### src/rtl/bp_be_pkg.sv
// bp_be_pkg: shared state, op and fault encodings for the system command arbiter.
package bp_be_pkg;
  typedef enum logic [1:0] {e_ready, e_send, e_wait} bp_be_sys_arb_state_e;
  typedef enum logic [1:0] {e_src_dtlb, e_src_fault, e_src_pipe} bp_be_sys_arb_src_e;
  typedef enum logic [4:0] {
    e_csrrw, e_csrrs, e_csrrc, e_csrrwi, e_csrrsi, e_csrrci,
    e_dtlb_fill,
    e_op_instr_page_fault, e_op_load_page_fault, e_op_store_page_fault,
    e_op_load_misaligned, e_op_load_access_fault,
    e_op_store_misaligned, e_op_store_access_fault
  } bp_be_csr_fu_op_e;
  localparam int num_faults_lp = 7;
  localparam int fault_instr_pf_lp = 0;
  localparam int fault_load_pf_lp = 1;
  localparam int fault_store_pf_lp = 2;
  localparam int fault_load_misaligned_lp = 3;
  localparam int fault_load_access_lp = 4;
  localparam int fault_store_misaligned_lp = 5;
  localparam int fault_store_access_lp = 6;
  // Fault ops are laid out in fault-bit order starting at this base.
  localparam logic [4:0] fault_op_base_lp = e_op_instr_page_fault;
  function automatic logic [4:0] fault_op(input logic [num_faults_lp-1:0] oh);
    fault_op = fault_op_base_lp;
    for (int i = 0; i < num_faults_lp; i++)
      if (oh[i]) fault_op = fault_op_base_lp + 5'(i);
  endfunction
endpackage

### src/rtl/bsg_priority_encode.sv
// bsg_priority_encode: isolates the lowest set request bit as a one-hot grant.
module bsg_priority_encode #(
  parameter int width_p = 7
) (
  input  logic [width_p-1:0] i,
  output logic [width_p-1:0] o,
  output logic               v_o
);
  assign o = i & (~i + width_p'(1));
  assign v_o = |i;
endmodule

### src/rtl/bp_be_sys_cmd_arbiter.sv
// bp_be_sys_cmd_arbiter: buffers CSR/D-TLB/fault events and issues one command at a time by fixed priority.
module bp_be_sys_cmd_arbiter
  import bp_be_pkg::*;
#(
  parameter int vaddr_width_p = 39,
  parameter int dword_width_p = 64,
  parameter int csr_op_width_p = 5
) (
  input  logic                      clk_i,
  input  logic                      reset_i,
  input  logic                      pipe_v_i,
  input  logic [csr_op_width_p-1:0] pipe_op_i,
  input  logic [11:0]               pipe_addr_i,
  input  logic [dword_width_p-1:0]  pipe_data_i,
  input  logic                      pipe_kill_i,
  output logic                      pipe_ready_o,
  input  logic                      dtlb_miss_v_i,
  input  logic [vaddr_width_p-1:0]  dtlb_miss_vaddr_i,
  output logic                      dtlb_ready_o,
  input  logic [6:0]                fault_v_i,
  input  logic                      flush_i,
  output logic                      csr_cmd_v_o,
  output logic [csr_op_width_p-1:0] csr_cmd_op_o,
  output logic [11:0]               csr_cmd_addr_o,
  output logic [dword_width_p-1:0]  csr_cmd_data_o,
  input  logic                      csr_cmd_ready_i,
  input  logic                      csr_resp_v_i,
  input  logic [dword_width_p-1:0]  csr_data_i,
  input  logic                      csr_exc_i,
  output logic                      resp_v_o,
  output logic [dword_width_p-1:0]  data_o,
  output logic                      exc_v_o
);
  bp_be_sys_arb_state_e state_q, state_n;
  bp_be_sys_arb_src_e src_q, src_n;
  logic pipe_v_q, dtlb_v_q, stale_q;
  logic [csr_op_width_p-1:0] pipe_op_q, win_op;
  logic [11:0] pipe_addr_q, win_addr;
  logic [dword_width_p-1:0] pipe_data_q, win_data;
  logic [vaddr_width_p-1:0] dtlb_vaddr_q;
  logic [num_faults_lp-1:0] fault_q, fault_oh, fault_win_q, fault_clr;
  logic fault_any, pending, pick, hs, pipe_cap, dtlb_cap;
  bsg_priority_encode #(.width_p(num_faults_lp)) fault_penc (
    .i(fault_q), .o(fault_oh), .v_o(fault_any)
  );
  assign pipe_ready_o = ~reset_i & ~pipe_v_q;
  assign dtlb_ready_o = ~reset_i & ~dtlb_v_q;
  assign pipe_cap = pipe_v_i & ~pipe_kill_i & pipe_ready_o & ~flush_i;
  assign dtlb_cap = dtlb_miss_v_i & dtlb_ready_o & ~flush_i;
  assign pending = dtlb_v_q | fault_any | pipe_v_q;
  // A flush discards everything unissued, so nothing may be picked in that cycle.
  assign pick = (state_q == e_ready) & pending & ~flush_i;
  assign hs = (state_q == e_send) & csr_cmd_ready_i;
  assign fault_clr = (hs && src_q == e_src_fault) ? fault_win_q : '0;
  assign src_n = dtlb_v_q ? e_src_dtlb : fault_any ? e_src_fault : e_src_pipe;
  assign win_op = dtlb_v_q ? csr_op_width_p'(e_dtlb_fill)
                : fault_any ? csr_op_width_p'(fault_op(fault_oh)) : pipe_op_q;
  assign win_addr = (dtlb_v_q | fault_any) ? '0 : pipe_addr_q;
  assign win_data = dtlb_v_q ? dword_width_p'(dtlb_vaddr_q) : fault_any ? '0 : pipe_data_q;
  always_comb begin
    state_n = (state_q == e_ready) ? (pick ? e_send : e_ready)
            : (state_q == e_send) ? (csr_cmd_ready_i ? e_wait : e_send)
            : (csr_resp_v_i ? e_ready : e_wait);
  end
  always_ff @(posedge clk_i) begin
    if (reset_i) begin
      state_q <= e_ready;
      pipe_v_q <= 1'b0;
      dtlb_v_q <= 1'b0;
      fault_q <= '0;
      stale_q <= 1'b0;
    end else begin
      state_q <= state_n;
      pipe_v_q <= ~flush_i & (pipe_cap | (pipe_v_q & ~(hs & src_q == e_src_pipe)));
      dtlb_v_q <= ~flush_i & (dtlb_cap | (dtlb_v_q & ~(hs & src_q == e_src_dtlb)));
      fault_q <= flush_i ? '0 : (fault_q & ~fault_clr) | fault_v_i;
      stale_q <= (state_n != e_ready) & (stale_q | flush_i);
    end
  end
  always_ff @(posedge clk_i) begin
    if (pipe_cap) begin
      pipe_op_q <= pipe_op_i;
      pipe_addr_q <= pipe_addr_i;
      pipe_data_q <= pipe_data_i;
    end
    if (dtlb_cap) dtlb_vaddr_q <= dtlb_miss_vaddr_i;
    if (pick) begin
      csr_cmd_op_o <= win_op;
      csr_cmd_addr_o <= win_addr;
      csr_cmd_data_o <= win_data;
      src_q <= src_n;
      fault_win_q <= fault_oh;
    end
  end
  assign csr_cmd_v_o = (state_q == e_send);
  assign resp_v_o = csr_resp_v_i & (state_q == e_wait) & ~stale_q;
  assign data_o = csr_data_i;
  assign exc_v_o = csr_exc_i & resp_v_o;
endmodule

### config.mk
export PLATFORM = sky130hd
export DESIGN_NAME = bp_be_sys_cmd_arbiter
export DESIGN_NICKNAME = d
export VERILOG_FILES = /design/src/rtl/bp_be_pkg.sv /design/src/rtl/bsg_priority_encode.sv /design/src/rtl/bp_be_sys_cmd_arbiter.sv
export SDC_FILE = /design/constraint.sdc
export NUM_CORES = 1
export LEC_CHECK = 0
export ABC_AREA = 1
export BUFFER_PORTS_ARGS = -buffer_cell sky130_fd_sc_hd__buf_4
export CAP_MARGIN = 25
export CELL_PAD_IN_SITES_DETAIL_PLACEMENT = 1
export CELL_PAD_IN_SITES_GLOBAL_PLACEMENT = 2
export CORE_MARGIN = 2
export CORE_UTILIZATION = 33
export DETAILED_ROUTE_END_ITERATION = 16
export GPL_TIMING_DRIVEN = 0
export PLACE_DENSITY = 0.8
export SKIP_CTS_REPAIR_TIMING = 1
export SYNTH_ARGS = -nofsm -noshare
export SYNTH_HDL_FRONTEND = slang
export SYNTH_HIERARCHICAL = 1
export SYNTH_SLANG_ARGS = --single-unit
### constraint.sdc
create_clock -name clk_i -period 6.18 [get_ports clk_i]
set_input_delay 0.618 -clock clk_i [delete_from_list [all_inputs] [get_ports clk_i]]
set_output_delay 0.618 -clock clk_i [all_outputs]
set_load 0.005 [all_outputs]
; Word-level counts from Yosys, hierarchy flattened
; Cells that the tools add are included.
[totals]
register_bits = 222
latch_bits = 0
mem_bits_rw = 0
romBits = 0
input_bits = 200
output_inout_bits = 150
wordCells = 81
memories = 0
[classes]
add_sub_neg = 1
n_mul = 0
div_mod_pow = 0
magnitude_cmp = 0
eq_ne = 4
shifts = 0
mux = 16
bitwise = 38
n_reduce_logical = 7
[ops]
columns = operator, count
row1 = $mux 39, 2
row2 = $mux 5, 6
row3 = $and 1x1->1, 20
row4 = $and 7x7->7, 2
row5 = $not 7->7, 2
row6 = $mux 2, 5
row7 = $not 1->1, 8
row8 = $reduce_or 8->1, 1
row9 = $add 7x1->7 const B, 1
row10 = $mux 7, 1
row11 = $or 7x7->7, 1
row12 = $reduce_or 7->1, 1
row13 = $or 1x1->1, 5
row14 = $eq 2x1->1 const B, 2
row15 = $eq 2x2->1 const B, 2
row16 = $logic_not 2->1, 2
row17 = $mux 4, 1
row18 = $reduce_bool 2->1, 1
row19 = $reduce_or 2->1, 1
row20 = $logic_and 1x1->1, 1
row21 = $mux 1, 1

; Longest topological paths before layout
; Gate-level depths: netlist of run 1.
[logic_depth]
word_depth = 10
depth_mapped = 9
depth_no_buf = 9

; Hierarchy
; The synthesis of run 1 kept the hierarchy.
[by_module_without_submodules]
columns = mod, n_inst, cells_each, area_per_inst_um2
row1 = bp_be_sys_cmd_arbiter, 1, 512, 8180.3
row2 = bsg_priority_encode, 1, 20, 87.6

; Least setup slack after synthesis of run 1
; Ideal clock, no wire load.
[synth_timing]
path_type = input port to flip-flop
startpoint = input port flush_i
endpoint = register dtlb_vaddr_q[0] (enable)
setup_ps = 435
t_arrival_ps = 2710
required_time_ps = 5745
slack_ps = 3035
path_stages = 3
n_path_buf = 1
cell_sequence = or2_2 -> buf_2 -> nor2_1
[synth_between]
elab_chain_len = 2
[synth_lines]
columns = element, line
row1 = from (decl), bp_be_sys_cmd_arbiter.sv:21  ; input logic flush_i,
row2 = $not 1->1, bp_be_sys_cmd_arbiter.sv:49  ; assign dtlb_cap = dtlb_miss_v_i & dtlb_ready_o & ~flush_i;
row3 = $and 1x1->1, bp_be_sys_cmd_arbiter.sv:49
row4 = via dtlb_cap, bp_be_sys_cmd_arbiter.sv:42  ; logic fault_any, pending, pick, hs, pipe_cap, dtlb_cap;
row5 = to (signal assigned), bp_be_sys_cmd_arbiter.sv:86  ; if (dtlb_cap) dtlb_vaddr_q <= dtlb_miss_vaddr_i;
row6 = to (decl), bp_be_sys_cmd_arbiter.sv:40  ; logic [vaddr_width_p-1:0] dtlb_vaddr_q;
; The timed path passes the listed nets, and every way through them passes these cells.
; A chain may end at the register's enable or synchronous reset.

; Worst setup path after layout of run 1
[layout_timing]
startpoint = register fault_q[0]
endpoint = register csr_cmd_addr_o[3] (enable)
[layout_between]
elab_chain_len = 5
[layout_lines]
columns = element, line
row1 = from (decl), bp_be_sys_cmd_arbiter.sv:41  ; logic [num_faults_lp-1:0] fault_q, fault_oh, fault_win_q, fault_clr;
row2 = from (signal assigned), bp_be_sys_cmd_arbiter.sv:76  ; fault_q <= flush_i ? '0 : (fault_q & ~fault_clr) | fault_v_i;
row3 = $reduce_or 7->1, bsg_priority_encode.sv:10  ; assign v_o = |i;
row4 = via fault_any, bp_be_sys_cmd_arbiter.sv:42
row5 = $or 1x1->1 (2 in series), bp_be_sys_cmd_arbiter.sv:50  ; assign pending = dtlb_v_q | fault_any | pipe_v_q;
row6 = $and 1x1->1 (2 in series), bp_be_sys_cmd_arbiter.sv:52  ; assign pick = (state_q == e_ready) & pending & ~flush_i;
row7 = via pick, bp_be_sys_cmd_arbiter.sv:42
row8 = to (signal assigned), bp_be_sys_cmd_arbiter.sv:89  ; csr_cmd_addr_o <= win_addr;
row9 = to (decl), bp_be_sys_cmd_arbiter.sv:24  ; output logic [11:0] csr_cmd_addr_o,
; The timed path passes the listed nets, and every way through them passes these cells.

==> reports/qor.yml, run 1 <==
relSlewSlack_pct: 66.0
hpwl_um: 14800
maxUsedRoutingLayer: "met4"
crit_buf_inv: 2
cts-buffers-inserted: 25
clkLatencyLatePin_ns: 0.50
maxCapViolCount: 0
ys_seq_area_share_pct: 79.2
slowest_stage: "dfxtp_1"
pwr-share-comb_pct: 11.0
netlist_instances: 532
final_layout_size_suffix_gt1_share_pct: 47.9
die_w_um: 162
seqPwrFrac_pct: 51.4
wl_per_cell_um: 17.0
tightest_slew_ns: 0.509
peakVddDrop_mv: 0.224
fp.dieH_um: 162
startpoint_type: "register"
ant_nets: 0
p_leak_nw: 4.94
final_nets: 1047
min_period_over_period_pct: 35.7
place.gp.congestion: 0.703
cp_max_fo: 59
start_util_pct: 33.8
synth_nets: 732
switching_share_pct: 21.9
root_buffer: "clkbuf_16"
grt_overflow: 0
wl_met2_um: 10400
grt_max_degree: 60
cts_buffer_depth: 3
power.switching_uw: 759
setup_tns_ns: 0
antenna_found_initial: 0
cts-htree-levels: 1
stdcell_area_mm2: 0.0116
ys_ff_latch: 222
clk_pin_slew_ns: 0.06
utilization_pct: 47.5
area_delta_synth_final_pct: 40.6
grt_usage_pct: 14.7
cp.required_ns: 6.38
drtIter0Drc: 182
max_freq_mhz: 453
outcome: "complete, no violations"
power_density_mw_per_mm2: 298
diodes: 0
met1Wirelength_um: 7370
intPower_mw: 2.71
skew_ns: 0.0101
boundaryPins: 350
crit_chain: "nor2_2 -> nand4_1 -> nor2_8 -> nand2_1 -> nand3_1 -> inv_4 -> buf_16"
cpPeakStageDelay_ns: 0.34
syn_area_per_cell_um2: 15.5
num_vias: 5122
drt_wl_total_um: 20200
wl_met3_um: 2170
firstDrtPassIters: 4
synthesis.area_mm2: 0.00827
post-route-drc-count: 0
setup_viol: 0
grt_pass1_vias: 5334
worst_setup_path_end_kind: "register"
synth_cell_types: 23
drv_slew: 0
finalCriticalPeriod_ns: 2.21
core_mm2: 0.0245
num_rows: 57
dpl_cell_area_mm2: 0.0109
crit_family: "simple AND/OR/NAND/NOR gates"
viasPerCell: 4.31
clkPwrFrac_pct: 37.7
grt_setup_unrepaired: "false"
hold_class: "in2reg"
timing_hold_violations_final: 0
io_buffers: 285
critPathKind: "reg2reg"
cts_sinks: 222
die_area_mm2: 0.0263
cp.arrival_ns: 2.41
cts_tree: "done"
synth_warnings: 6
grt_pass1_wl_um: 29900
## synth_stat cells (all sizes together)
cell type	count	share of area (%)
inv	67	3.0
o21ai	3	0.18
nor2	62	3.2
buf	79	7.0
or2	3	0.23
nor4	1	0.076
nand3	6	0.36
a21oi	11	0.67
and2	1	0.076
edfxtp	210	76
o21bai	1	0.091
dfxtp	12	2.9
nand4	1	0.076
nand2	34	1.5
a22o	40	4.2
a31oi	1	0.076
## power groups by stage
stage,clock network [mW],registers (mW),logic (mW)
finish,1.30,1.78,0.379
global route,1.41,1.79,0.417
CTS,1.35,1.78,0.391
detailed placement,0,1.81,0.390
global placement,0,1.82,0.374
floorplan,0,1.82,0.143
## worst paths after layout
| path | from | to | slack (ns) | depth (start not counted) |
|---|---|---|---|---|
| hold reg to reg | fault_q[6] | fault_q[6] | 0.46 | 2 |
| setup reg to reg | fault_q[0] | csr_cmd_addr_o[3] | 3.97 | 7 |
| hold / removal | pipe_data_i[30] | pipe_data_q[30] | 0.29 | 1 |
| setup / recovery | fault_q[0] | csr_cmd_addr_o[3] | 3.97 | 7 |
## cells by family (layout without fill, tap and decap cells)
family                 after synthesis  count (layout)  share of synthesized area [%]
flip-flops                         222             222                           79.2
buffers and inverters              146             479                           10.0
AND/OR/NAND/NOR                    108             108                           5.55
AO/OA/AOI/OAI                       56              56                           5.25
## through the flow
step | worst slack [ns] | cells | total power [mW] | hold WS [ns]
finish | 3.97 | 1189 | 3.46 | 0.289
global route | 3.78 | 1189 | 3.62 | 0.259
CTS | 3.94 | 1189 | 3.52 | 0.265
detailed placement | 3.88 | 1144 | 2.20 | 0.456
global placement | 1.62 | 1141 | 2.19 | 0.453
floorplan | 3.03 | 532 | 1.96 | 0.439
## cell usage in the layout, fill, tap and decap left out, types with 3 or more instances in the layout
| cell type | instances |
|---|---|
| buf_4 | 355 |
| clkbuf_16 | 25 |
| buf_2 | 8 |
| nor2_1 | 56 |
| nor2_2 | 3 |
| inv_1 | 64 |
| edfxtp_1 | 210 |
| a21oi_1 | 11 |
| clkbuf_1 | 5 |
| clkinv_1 | 4 |
| dfxtp_1 | 12 |
| a22o_1 | 40 |
| nand3_1 | 6 |
| o21ai_0 | 3 |
| nand2_1 | 34 |
| clkinv_2 | 8 |
## per-layer routing
layer  track usage [%]  vias to the layer above
met5                 0                        -
met4              2.70                        0
met3              5.62                       17
met2              26.4                      230
met1              16.7                     2450
li1                  -                     2425
## final cells by class
cell class                 count  area [um2]
multi-input combinational    164         901
sequential                   222        6550
buffer                        79         577
fill                        2509       12800
tap                          324         405
timing repair buffer         288        2210
inverter                      67         256
clock buffer                  30         644
clock inverter                15        78.8
## registers in the layout, summed over array words and instances, names as in the netlist, 5 cells and up
name,count
csr_cmd_addr_o,12
csr_cmd_data_o,64
csr_cmd_op_o,5
dtlb_vaddr_q,39
fault_q,7
fault_win_q,7
pipe_addr_q,12
pipe_data_q,64
pipe_op_q,5
## worst register-to-register path, delay by kind of cell, from the launching register on
kind                   cells  cell delay [ns]
AND/OR/NAND/NOR            5             1.00
buffers and inverters      2             0.48
flip-flops                 1             0.34
Power figures use the tool's default switching activity.
==> run 2, diff against run 1 <==
Settings changed: ABC_AREA 1 to 0, CORE_UTILIZATION 33 to 29, PLACE_DENSITY 0.8 to 0.73.
Clock period 6.18 ns to 1.84 ns, I/O delays scaled along.
==> run 2 against run 1 <==
The run now ends with negative setup slack left. Clock skew fell by 0.0037 ns. Combinational power grew to 4.6 times the previous value. Power grew to 3.5 times the previous value. First-iteration DRC count grew 13%. Via count grew 9.1%. Sequential cell count is the same. Global-route usage is 0.96 points lower. Non-clock buffer count up 146. Register-to-register slack worse by 4.7 ns. Synthesized cell count down 14%. Sequential power grew to 3.4 times the previous value. Clock power rose to 3.5 times the previous value. Critical endpoint unchanged.
==> reports/qor.yml, run 2 <==
slowest_stage: "or4_4"
boundaryPins: 350  # unchanged
crit_family: "simple AND/OR/NAND/NOR gates"
syn_area_per_cell_um2: 17.9  # +15%
synth_nets: 658  # -10%
instances_no_fill: 1312  # +10%
placed_cells: 1128  # -1.4%
final_cell_mix: "buf_4, edfxtp_1, dlygate4sd3_1, and2_1, a22o_1"
skew_ns: 0.00640  # -0.00371 ns
num_rows: 61  # +7.0%
fillers: 2811  # +12%
cts_buffer_depth: 3  # unchanged
netlist_instances: 458  # -14%
die_w_um: 172  # +6.1%
hpwl_um: 15900  # +7.7%
startpoint_type: "register"
wl_per_cell_um: 18.7  # +10%
synth_edf_count: 210  # unchanged
drv_slew: 0  # unchanged
hold_class: "in2reg"
p_leak_nw: 5.33  # +8.0%
firstDrtPassIters: 4  # unchanged
timing_hold_violations_final: 0  # unchanged
peakVddDrop_mv: 0.630  # +180%
violations: "negative setup slack"
antenna_found_initial: 0  # unchanged
setup_viol: 174  # +174
ys_seq_area_share_pct: 79.8  # +0.64 points
grt_pass1_vias: 5214  # -2.2%
place.gp.congestion: 0.687  # -2.3%
post-route-worst-setup-slack_ns: -0.767  # -4.74 ns
synth_warnings: 6  # unchanged
ant_nets: 0  # unchanged
setup_tns_ns: -100.93  # -100.93 ns
netlist_top_cells_area: "edfxtp_1, buf_4, a22o_1, and2_1, dfxtp_1"
grt_pass1_wl_um: 30200  # +0.99%
cts_tree: "done"
synthesis.area_mm2: 0.00820  # -0.80%
outcome: "complete, but fails checks"
grt_use_met1_pct: 14.9  # -1.8 points
drt_wl_total_um: 24500  # +21%
synth_common_cells: "edfxtp_1, buf_4, and2_1, a22o_1, dfxtp_1"
core_mm2: 0.0278  # +14%
critPathKind: "reg2reg"
worst_setup_path_end_kind: "register"
power_density_mw_per_mm2: 926  # +210%
crit_chain: "or4_4 -> or4_4 -> or2_4 -> o21ai_4 -> clkinvlp_4 -> buf_4 -> buf_12"
die_area_mm2: 0.0296  # +13%
grt_usage_pct: 13.7  # -0.96 points
fp.dieH_um: 172  # +6.1%
met3_usage_pct: 4.60  # -1.0 points
grt_max_degree: 43  # -28%
min_period_over_period_pct: 142  # +110 points
clkLatencyLatePin_ns: 0.51  # about the same
grt_setup_unrepaired: "true"
ys_ff_latch: 222  # unchanged
gr-usage-met2_pct: 25.1  # -1.3 points
diodes: 0  # unchanged
yosysTopAreaCell: "edfxtp_1"
final_layout_size_suffix_gt1_share_pct: 45.6  # -2.3 points
crit_buf_inv: 3  # +1
cts_sinks: 222  # unchanged
start_util_pct: 29.5  # -4.3 points
cp.arrival_ns: 2.86  # +0.45 ns
synthArstFlopShare_pct: 0  # unchanged
cp_common_cell: "or4_4"
top_usage_layer: "met2"
drtIter0Drc: 205  # +13%
io_buffers: 285  # unchanged
maxCapViolCount: 0  # unchanged
finalCriticalPeriod_ns: 2.61  # +0.399 ns
relSlewSlack_pct: 50.1  # -16 points
reg_top3: "csr_cmd_data_o x64, pipe_data_q x64, dtlb_vaddr_q x39"
num_vias: 5589  # +9.1%
max_freq_mhz: 384  # -15%
tightest_slew_ns: 0.748  # +0.239 ns
total_power_mw: 12.2  # +250%
synth_top_cell_area_share_pct: 76.9  # +0.62 points
synthFlopType: "edfxtp_1"
root_buffer: "clkbuf_16"
cp_max_fo: 32  # -46%
post-route-drc-count: 0  # unchanged
grt_overflow: 0  # unchanged
dp_worst_setup_slack_ns: -1.27  # -5.15 ns
clk_pin_slew_ns: 0.06  # about the same
cp.required_ns: 2.09  # -4.29 ns
cpPeakStageDelay_ns: 0.54  # +0.20 ns
final_common_cell: "buf_4"
synth_cell_types: 36  # +57%
cts-buffers-inserted: 25  # unchanged
cts-htree-levels: 1  # unchanged
area_delta_synth_final_pct: 61.1
post-synth-top-count-cell: "edfxtp_1"
viasPerCell: 4.26  # -1.1%
final_nets: 1119  # +6.9%
==> run 2: cell count changes in the layout (fill, tap and decap cells not counted), moves of 33 or more <==
cell,change
dlygate4sd3_1,+130
inv_1,-54
nor2_1,-46
and2_1,+39
nand2_1,-33
==> run 2: worst reg2reg max path, stage by stage, from the launching register on <==
cell	delay (ns)
dfxtp_2	0.35
or4_4	0.54
or4_4	0.48
or2_4	0.28
o21ai_4	0.19
clkinvlp_4	0.14
buf_4	0.19
buf_12	0.18
==> run 2: path summary, 6_finish.rpt <==
check / slack (ns) / to / start / depth (start not counted)
max: -0.77 / csr_cmd_addr_o[3] / fault_q[0] / 7
min reg2reg: 0.45 / fault_q[3] / fault_win_q[3] / 1
min: 0.008 / dtlb_v_q / dtlb_miss_v_i / 3
max reg2reg: -0.77 / csr_cmd_addr_o[3] / fault_q[0] / 7
==> run 2: per-stage QoR <==
stage	utilization [%]	area (um2)	hold WS [ns]
finish	47.6	13200	0.00811
detailed placement	39.6	11000	0.363
floorplan	-	8250	0.253
global route	47.6	13200	0.0180
global placement	39.1	10900	0.363
CTS	42.2	11700	-0.182
==> run 2: logic make-up after synthesis <==
logic type | count (synthesis) | share of synthesized area (%)
DFF | 222 | 79.8
and+or+nand+nor | 76 | 5.75
buffers and inverters | 93 | 8.04
AOI/OAI and AO/OA | 67 | 6.39
==> run 2: final cells by class <==
type,count,area [um2],share of cell area [%]
tap,378,473,3.58
clock buffer,30,644,4.88
buffer,80,654,4.95
multi-input combinational,143,1040,7.87
inverter,13,65.1,0.492
timing repair buffer,433,3690,27.9
timing repair inverter,1,11.3,0.0852
clock inverter,12,85.1,0.644
sequential,222,6550,49.6
==> run 2: routing by layer <==
layer	wire (um)	part of all wire [%]
met1	8900	36
met2	13100	54
met3	1940	7.9
met4	550	2.2
met5	0	0
==> run 2: power by group <==
group / switching, mW / total [mW] / internal, mW
Sequential: 0.0934 / 5.98 / 5.89
Combinational: 0.690 / 1.73 / 1.04
Clock: 1.92 / 4.53 / 2.61
Total: 2.70 / 12.2 / 9.54
==> run 3, diff against run 2 <==
Settings changed: CORE_MARGIN 2 to default, CORE_UTILIZATION 29 to 28, PLACE_DENSITY 0.73 to 0.72, SYNTH_HIERARCHICAL 1 to default.
==> run 3 against run 2 <==
The run still ends with negative setup slack left. Via count grew 7.5%. Setup slack gained 0.47 ns. Combinational power grew 6%. Die area grew 2.6%. Register-to-register slack gained 0.47 ns. Hold slack gained 0.0077 ns. Utilization grew 0.10 points. Cell area grew 4.4%. Synthesized area grew 1.5%. Synthesized cell count grew 18%. Global-route usage grew 0.37 points.
==> reports/qor.yml, run 3 <==
outcome: "complete, but fails checks"
violations: "negative setup slack"
setup_tns_ns: -21.25  # +79.69 ns
worst_setup_path_end_kind: "register"
synthFlopType: "edfxtp_1"
firstDrtPassIters: 4  # unchanged
r2r_slack_ns: -0.30  # +0.47 ns
maxCapViolCount: 0  # unchanged
min_period_over_period_pct: 116  # -25 points
p_leak_nw: 5.59  # +4.8%
reg_top3: "csr_cmd_data_o x64, pipe_data_q x64, dtlb_vaddr_q x39"
synth_common_cells: "edfxtp_1, nand2_1, buf_4, o21ai_0, and2_1"
netlist_top_cells_area: "edfxtp_1, buf_4, nand2_1, and2_1, dfxtp_1"
yosysTopAreaCell: "edfxtp_1"
holdCritStartpoint: "reset_i"
final_cell_mix: "buf_4, edfxtp_1, dlygate4sd3_1, nand2_1, o21ai_0"
cp_common_cell: "buf_6"
pwr-share-comb_pct: 14.8  # +0.7 points
post-route-worst-setup-slack_ns: -0.301  # +0.467 ns
die_w_um: 174  # +1.3%
hold_path_end: "state_q[0]"
place.gp.congestion: 0.729  # +6.1%
cts_tree: "done"
drv_slew: 0  # unchanged
num_vias: 6007  # +7.5%
die_area_mm2: 0.0304  # +2.6%
synth_edf_count: 210  # unchanged
slowest_stage: "dfxtp_4"
clkLatencyLatePin_ns: 0.51  # about the same
synthesis.area_mm2: 0.00832  # +1.5%
netlist_instances: 540  # +18%
seqPwrFrac_pct: 48.2  # -0.7 points
grt_pass1_wl_um: 32500  # +7.7%
worst-r2r-cell-count: 10  # +3
relSlewSlack_pct: 60.5  # +10 points
viasPerCell: 4.18  # -1.9%
synth_top_cell_area_share_pct: 75.8  # -1.1 points
tightest_slew_ns: 0.577  # -0.171 ns
start_util_pct: 28.8  # -0.76 points
skew_ns: 0.0118  # +0.00541 ns
grt_overflow: 0  # unchanged
grt_setup_unrepaired: "true"
boundaryPins: 350  # unchanged
area_delta_synth_final_pct: 65.7
cts_sinks: 222  # unchanged
synth_cell_types: 34  # -5.6%
r2r-end: "csr_cmd_data_o[48]"
cts-buffers-inserted: 25  # unchanged
drt_wl_total_um: 24900  # +1.6%
clk_pin_slew_ns: 0.06  # about the same
core_mm2: 0.0289  # +4.2%
final_common_cell: "buf_4"
cp_max_fo: 6  # -81%
intPower_mw: 9.63  # +0.94%
post-synth-top-count-cell: "edfxtp_1"
ant_nets: 0  # unchanged
synth_nets: 740  # +12%
synthArstFlopShare_pct: 0  # unchanged
critPathKind: "reg2reg"
max_freq_mhz: 467  # +22%
r2r_start: "fault_q[0]"
grt_pass1_vias: 5657  # +8.5%
crit_chain: "nor4_4 -> and3_4 -> buf_6 -> nor2b_4 -> buf_6 -> a2111oi_4 -> buf_4 -> buf_6 -> buf_12 -> clkbuf_16"
finalCriticalPeriod_ns: 2.14  # -0.467 ns
final_nets: 1236  # +10%
whs_ns: 0.0158  # +0.00767 ns
diodes: 0  # unchanged
setup_viol: 91  # -48%
ys_seq_area_share_pct: 78.7  # -1.2 points
ys_ff_latch: 222  # unchanged
io_buffers: 285  # unchanged
drtIter0Drc: 259  # +26%
cp.required_ns: 2.07  # -0.02 ns
holdPathStages: 4  # +1
num_rows: 62  # +1.6%
peakVddDrop_mv: 0.686  # +8.8%
antenna_found_initial: 0  # unchanged
switching_share_pct: 22.2  # +0.18 points
power.switching_mw: 2.75  # +2.0%
cp.arrival_ns: 2.37  # -0.49 ns
post-route-drc-count: 0  # unchanged
timing_hold_violations_final: 0  # unchanged
syn_area_per_cell_um2: 15.4  # -14%
power_density_mw_per_mm2: 898  # -3.1%
clkPwrFrac_pct: 37.0  # about the same
grt_usage_pct: 14.1  # +0.37 points
cts_buffer_depth: 3  # unchanged
hold_class: "in2reg"
cts-htree-levels: 1  # unchanged
cpPeakStageDelay_ns: 0.39  # -0.15 ns
fp.dieH_um: 174  # +1.3%
hpwl_um: 16400  # +3.0%
startpoint_type: "register"
synth_warnings: 0  # -6
root_buffer: "clkbuf_16"
wl_per_cell_um: 17.3  # -7.2%
final_layout_size_suffix_gt1_share_pct: 44.3  # -1.4 points
grt_max_degree: 16  # -63%
==> run 3: worst max path at each step <==
stage,end,depth (start not counted),from,slack [ns]
after floorplan,csr_cmd_addr_o[0],6,fault_q[5],-2.63
after global placement,csr_cmd_data_o[25],6,fault_q[5],-4.73
after detailed placement,csr_cmd_data_o[49],9,fault_q[5],-0.81
after CTS,csr_cmd_data_o[51],9,fault_q[5],-0.85
after global routing,csr_cmd_data_o[55],10,fault_q[0],-0.37
final,csr_cmd_data_o[48],10,fault_q[0],-0.30
==> run 3: cell families after synthesis <==
family | after synthesis | synth area share (%)
flops | 222 | 78.7
compound gates | 68 | 4.72
simple gates | 147 | 8.75
buf+inv | 103 | 7.86
==> run 3: cell type report <==
cell class                 instances  area, um2
clock inverter                    12       82.6
multi-input combinational        215       1180
buffer                            83        614
sequential                       222       6580
tap                              384        480
fill                            2992      15100
inverter                          20       75.1
timing repair buffer             469       4130
clock buffer                      32        652
==> run 3: critical path, delay by kind of cell (launching register included) <==
kind	cells	cell delay [ns]
buffers and inverters	6	0.78
flip-flops	1	0.39
AO/OA/AOI/OAI	1	0.34
AND/OR/NAND/NOR	3	0.33
==> run 3: power groups by stage <==
stage / combinational (mW) / clock [mW] / sequential, mW
floorplan: 0.465 / 0 / 6.10
global route: 1.98 / 4.89 / 5.99
CTS: 1.38 / 4.73 / 5.97
global placement: 1.26 / 0 / 6.11
finish: 1.83 / 4.58 / 5.97
detailed placement: 1.38 / 0 / 6.07
==> run 3: metal layers <==
metal	global-route usage, %	wire, um
met5	0	0
met4	3.33	423
met3	5.07	1720
met2	25.7	13300
met1	15.4	9440
==> run 3: stage by stage <==
step	worst slack, ns	cell area (um2)	cells	total power, mW	util [%]
3_3_place_gp	-4.73	11000	1209	7.37	38.1
6_report	-0.301	13800	1437	12.4	47.7
4_1_cts	-0.847	12000	1270	12.1	41.4
2_1_floorplan	-2.63	8400	540	6.56	-
5_1_grt	-0.366	13800	1437	12.9	47.7
3_5_place_dp	-0.814	11300	1226	7.45	38.9
